`src/rtl/ps2_note_if.sv`:
```
// ps2_note_if: scan-code byte input and note-event/state outputs of ps2_note_tracker.
interface ps2_note_if;
    logic [7:0]  received_data;
    logic        received_data_en;
    logic        note_valid;
    logic [3:0]  note_index;
    logic        note_on;
    logic [12:0] held_mask;
    logic [3:0]  active_note;
    logic        active_valid;
    logic [1:0]  octave;

    modport master (
        output received_data, received_data_en,
        input  note_valid, note_index, note_on, held_mask, active_note, active_valid, octave
    );

    modport slave (
        input  received_data, received_data_en,
        output note_valid, note_index, note_on, held_mask, active_note, active_valid, octave
    );
endinterface

```
`src/rtl/ps2_note_tracker.sv`:
```
// ps2_note_tracker: turns PS/2 scan-code bytes into note press/release events and a held-note mask.
// Define PS2_NOTE_OCTAVE_EN to enable octave down/up on make codes 1A/22.
module ps2_note_tracker #(
    parameter int TIMEOUT_CYCLES = 2500000
) (
    input logic        CLOCK_50,
    input logic        reset,
    ps2_note_if.slave  bus
);
    typedef enum logic [1:0] {IDLE, BREAK, EXT, EXT_BREAK} state_t;

    localparam int CW = TIMEOUT_CYCLES > 1 ? $clog2(TIMEOUT_CYCLES) : 1;
    localparam logic [CW-1:0] LAST = CW'(TIMEOUT_CYCLES - 1);

    state_t      state, state_n;
    logic [CW-1:0] cnt;
    logic        timeout;
    logic [4:0]  map;
    logic        hit;
    logic [3:0]  idx;
    logic        ev, on_n;
    logic [12:0] mask, mask_n;
    logic        valid_r, on_r;
    logic [3:0]  index_r, active;

    // {mapped, note} for a make code
    function automatic logic [4:0] note_map(input logic [7:0] b);
        case (b)
            8'h1C: return 5'h10;
            8'h1D: return 5'h11;
            8'h1B: return 5'h12;
            8'h24: return 5'h13;
            8'h23: return 5'h14;
            8'h2B: return 5'h15;
            8'h2C: return 5'h16;
            8'h34: return 5'h17;
            8'h35: return 5'h18;
            8'h33: return 5'h19;
            8'h3C: return 5'h1A;
            8'h3B: return 5'h1B;
            8'h42: return 5'h1C;
            default: return 5'h00;
        endcase
    endfunction

    assign map = note_map(bus.received_data);
    assign hit = map[4];
    assign idx = map[3:0];
    assign timeout = state != IDLE && !bus.received_data_en && cnt == LAST;

`ifdef PS2_NOTE_OCTAVE_EN
    logic [1:0] oct, oct_n;
    always_comb begin
        oct_n = oct;
        if (bus.received_data_en && state == IDLE) begin
            if (bus.received_data == 8'h1A && oct != 2'd0) oct_n = oct - 2'd1;
            if (bus.received_data == 8'h22 && oct != 2'd3) oct_n = oct + 2'd1;
        end
    end
    always_ff @(posedge CLOCK_50) oct <= reset ? 2'd1 : oct_n;
    assign bus.octave = oct;
`else
    assign bus.octave = 2'd1;
`endif

    always_comb begin
        state_n = state;
        mask_n  = mask;
        ev      = 1'b0;
        on_n    = 1'b0;
        if (bus.received_data_en) begin
            if (bus.received_data == 8'hE0) state_n = EXT;
            else if (bus.received_data == 8'hF0) state_n = (state == EXT || state == EXT_BREAK) ? EXT_BREAK : BREAK;
            else begin
                state_n = IDLE;
                if (hit && state == IDLE && !mask[idx]) begin
                    ev          = 1'b1;
                    on_n        = 1'b1;
                    mask_n[idx] = 1'b1;
                end
                if (hit && state == BREAK && mask[idx]) begin
                    ev          = 1'b1;
                    mask_n[idx] = 1'b0;
                end
            end
        end else if (timeout) state_n = IDLE;
    end

    always_ff @(posedge CLOCK_50) begin
        if (reset) begin
            state   <= IDLE;
            cnt     <= '0;
            mask    <= '0;
            valid_r <= 1'b0;
            index_r <= '0;
            on_r    <= 1'b0;
        end else begin
            state   <= state_n;
            cnt     <= (bus.received_data_en || state == IDLE || timeout) ? '0 : cnt + 1'b1;
            mask    <= mask_n;
            valid_r <= ev;
            if (ev) begin
                index_r <= idx;
                on_r    <= on_n;
            end
        end
    end

    always_comb begin
        active = '0;
        for (int i = 0; i < 13; i++) if (mask[i]) active = 4'(i);
    end

    assign bus.note_valid   = valid_r;
    assign bus.note_index   = index_r;
    assign bus.note_on      = on_r;
    assign bus.held_mask    = mask;
    assign bus.active_note  = active;
    assign bus.active_valid = |mask;
endmodule
```
`src/flat_wrapper.sv`:
```
// flat-port wrapper written by rule: the top's interface ports become plain ports
module ps2_note_tracker_flat 
#(
    parameter int TIMEOUT_CYCLES = 2500000
)
  (CLOCK_50, reset, bus_received_data, bus_received_data_en, bus_note_valid, bus_note_index, bus_note_on, bus_held_mask, bus_active_note, bus_active_valid, bus_octave);
  ps2_note_if bus_i ();
  input logic CLOCK_50;
  input logic reset;
  input wire logic [$bits(bus_i.received_data)-1:0] bus_received_data;
  input wire logic [$bits(bus_i.received_data_en)-1:0] bus_received_data_en;
  output wire logic [$bits(bus_i.note_valid)-1:0] bus_note_valid;
  output wire logic [$bits(bus_i.note_index)-1:0] bus_note_index;
  output wire logic [$bits(bus_i.note_on)-1:0] bus_note_on;
  output wire logic [$bits(bus_i.held_mask)-1:0] bus_held_mask;
  output wire logic [$bits(bus_i.active_note)-1:0] bus_active_note;
  output wire logic [$bits(bus_i.active_valid)-1:0] bus_active_valid;
  output wire logic [$bits(bus_i.octave)-1:0] bus_octave;
  assign bus_i.received_data = bus_received_data;
  assign bus_i.received_data_en = bus_received_data_en;
  assign bus_note_valid = bus_i.note_valid;
  assign bus_note_index = bus_i.note_index;
  assign bus_note_on = bus_i.note_on;
  assign bus_held_mask = bus_i.held_mask;
  assign bus_active_note = bus_i.active_note;
  assign bus_active_valid = bus_i.active_valid;
  assign bus_octave = bus_i.octave;
  ps2_note_tracker #(.TIMEOUT_CYCLES(TIMEOUT_CYCLES)) u_core (.CLOCK_50(CLOCK_50), .reset(reset), .bus(bus_i));
endmodule
```
`config.mk`:
```
export PLATFORM = sky130hd
export DESIGN_NAME = ps2_note_tracker_flat
export DESIGN_NICKNAME = d
export VERILOG_FILES = /design/src/rtl/ps2_note_if.sv /design/src/rtl/ps2_note_tracker.sv /design/src/flat_wrapper.sv
export SDC_FILE = /design/constraint.sdc
export NUM_CORES = 1
export LEC_CHECK = 0
export ABC_AREA = 1
export BUFFER_PORTS_ARGS = -buffer_cell sky130_fd_sc_hd__buf_4
export CAP_MARGIN = 20
export CORE_MARGIN = 8
export CORE_UTILIZATION = 53
export DETAILED_ROUTE_END_ITERATION = 16
export PLACE_DENSITY_LB_ADDON = 0.15
export SYNTH_ARGS = -nofsm -noshare
export SYNTH_HDL_FRONTEND = slang
export SYNTH_SLANG_ARGS = --single-unit
```
`constraint.sdc`:
```
create_clock -name CLOCK_50 -period 3.7 [get_ports CLOCK_50]
set_clock_uncertainty 0.2 [all_clocks]
set_input_delay 0.555 -clock CLOCK_50 [delete_from_list [all_inputs] [get_ports CLOCK_50]]
set_output_delay 0.555 -clock CLOCK_50 [all_outputs]
set_load 0.1 [all_outputs]
```
==> results.yml <==
route:
  drc: 0
  detail_route.first_pass.iterations: 4
  routed_wl_mm: 6.86
  viasPerCell: 5.30
  detail-route-antenna-nets: 0
  num_vias: 2817
  wl_per_cell_um: 12.9
  drt_iter0_markers: 136
timing:
  finalCritPeriodShare_pct: 68.6
  rsz0062_at_grt: "false"
  whs_ps: 247
  hold_viol_final: 0
  tns_ps: 0
  fmax_mhz: 394
  finalMaxSlewViolations: 0
  post-route-min-period_ps: 2540
  timing.final.ws_setup_ps: 1160
  setup_violations: 0
layout:
  drive_gt1_share_pct: 18.8
  seq_area_um2: 861
  nFillCells: 524
  layout.nets: 473
  fin_cells: 532
  final_common_cell: "nand2_1"
  diodes: 0
  utilization_pct: 62.3
  finalInstanceArea_um2: 3160
  syn2layout_area_growth_pct: 14.0
  final_cell_mix: "nand2_1 (89), inv_1 (66), nor2_1 (50)"
  multi_input_area_um2: 1560
power_and_ir_drop:
  p_leak_nw: 1.42
  vdd_drop_max_mv: 0.155
  power_density_nw_per_um2: 275
  total_power_uw: 869
synthesis:
  yosys_register_bits: 43
  synth-seq-area-share_pct: 31.0
  synth_area_leader_cell: "dfxtp_1"
  synth.area.top_cells: "dfxtp_1 (31%), nand2_1 (12%), inv_1 (8.9%), nand4_1 (8.1%), nor2_1 (6.8%)"
  synth_flop_cell: "dfxtp_1"
  syn_nets: 442
  synth_warnings: 0
  synth_edf_count: 0
  ys_types: 41
  syn_area_per_cell_um2: 6.45
  synth-async-reset-ratio_pct: 0
  syn-instance-count: 430
  yosysTopAreaCellShare_pct: 31.0
  netlist_area_um2: 2770
grt:
  grt_antenna_before_repair: 0
  grt_first_pass_wirelength_mm: 11.7
  grt_pass1_vias: 2730
  grtUsageTotal_pct: 18.7
  grt_max_degree: 20
  gr-total-overflow: 0
cts:
  post_cts_resized: 0
  htreeDepth: 2
  cts-root-buf: "clkbuf_8"
  cts_setup_buffers: 0
  clock_sinks: 43
  cts_tree: "built"
  path_clk_slew_ps: 80
  numCtsBuffers: 5
  clk_latency_ps: 300
  hold_buffers: 0
  cts_buffer_depth: 2
critical_path:
  end_kind: "register"
  start_kind: "register"
  critical_path_required_ps: 3680
  critPathArrivalTime_ps: 2520
  setup.worst_path.class: "register to register"
  crit_path_max_fanout: 4
floorplanning:
  die_y_um: 88.3
  dieArea_um2: 7800
  rows: 26
  core_area_um2: 5070
  pin_count: 37
  start_util_pct: 54.6
  dieWidth_um: 88.3
place:
  dp_cells: 524
  hpwlAfterDp_mm: 5.45
  post-place-ws_ps: 896
  dpl_cell_area_um2: 3080
  io_buffers: 34
  gp_congestion: 0.953
run:
  maxCapViolations: 0
outcome:
  status: "complete, no violations"
hold_path:
  holdCritPathClass: "input port to register"
## per-layer routing
metal	track usage (%)	part of all wire [%]	wire, um	vias up
li1	-	-	-	1454
met1	19.4	41	2820	1251
met2	35.2	51	3470	92
met3	3.62	5.8	397	20
met4	8.60	2.5	173	0
met5	0	0	0	-
## kinds of logic (layout without fill, tap and decap cells)
kind of cell	after synthesis	after routing	share of synthesized area, %
buf+inv	89	121	12.9
fa+ha+maj	1	1	0.451
other cells	2	2	0.271
compound gates	37	37	7.63
flops	43	43	31.0
xor+xnor	3	3	0.948
simple gates	255	255	46.8
## synthesized netlist by cell type, types with 2 or more instances
cell	number
nand2_1	89
inv_1	66
nor2_1	50
dfxtp_1	43
nand4_1	36
a21oi_1	24
nand3_1	22
nand2_2	10
nor3_1	10
nor4_1	9
inv_2	8
clkbuf_1	6
nor2_2	6
nor3b_1	5
nor2_4	4
o21ai_0	4
buf_4	3
nor3_2	3
xor2_1	3
a211oi_1	2
buf_2	2
conb_1	2
nand3_4	2
nor3b_2	2
o21a_1	2
o31ai_1	2
## report_power, final
part / switching [mW] / internal [mW] / total, mW / leakage [nW]
Combinational: 0.0826 / 0.0286 / 0.111 / 1.04
Sequential: 0.00102 / 0.464 / 0.465 / 0.346
Clock: 0.161 / 0.132 / 0.293 / 0.0412
Total: 0.244 / 0.625 / 0.869 / 1.42
## critical path, cell delays in order (launching register included)
cell and delay (ps):
dfxtp_1 360, ha_1 170, nand2_1 50, inv_1 90, nand3_1 140, nor3_2 210, nand2_1 100, nor2_2 130
nand2_2 100, nor3_2 220, nand3_1 160, nor2_2 190, nand3_1 110, nor2_1 130, nor3b_2 50
## path summary, 6_finish.rpt
| check | start | to | slack, ps | cells after the start |
|---|---|---|---|---|
| worst min-delay path | reset | u_core.state[1] | 250 | 2 |
| worst min register to register | u_core.cnt[0] | u_core.cnt[0] | 260 | 1 |
| worst max-delay path | u_core.cnt[0] | u_core.cnt[20] | 1160 | 14 |
| worst max register to register | u_core.cnt[0] | u_core.cnt[20] | 1160 | 14 |
## sequential cells by signal, summed over array words and instances (netlist names)
signal / count
u_core.cnt: 22
u_core.bus.held_mask: 13
u_core.bus.note_index: 4
u_core.state: 2
u_core.bus.note_on: 1
u_core.bus.note_valid: 1
## final cells by class
class	instances	area share [%]
Multi-Input combinational cell	298	49.4
Tap cell	70	2.77
Timing Repair Buffer	37	8.79
Inverter	76	9.11
Clock inverter	2	0.396
Sequential cell	43	27.2
Clock buffer	6	2.30
Note: power is estimated with default switching activity, not from simulation.
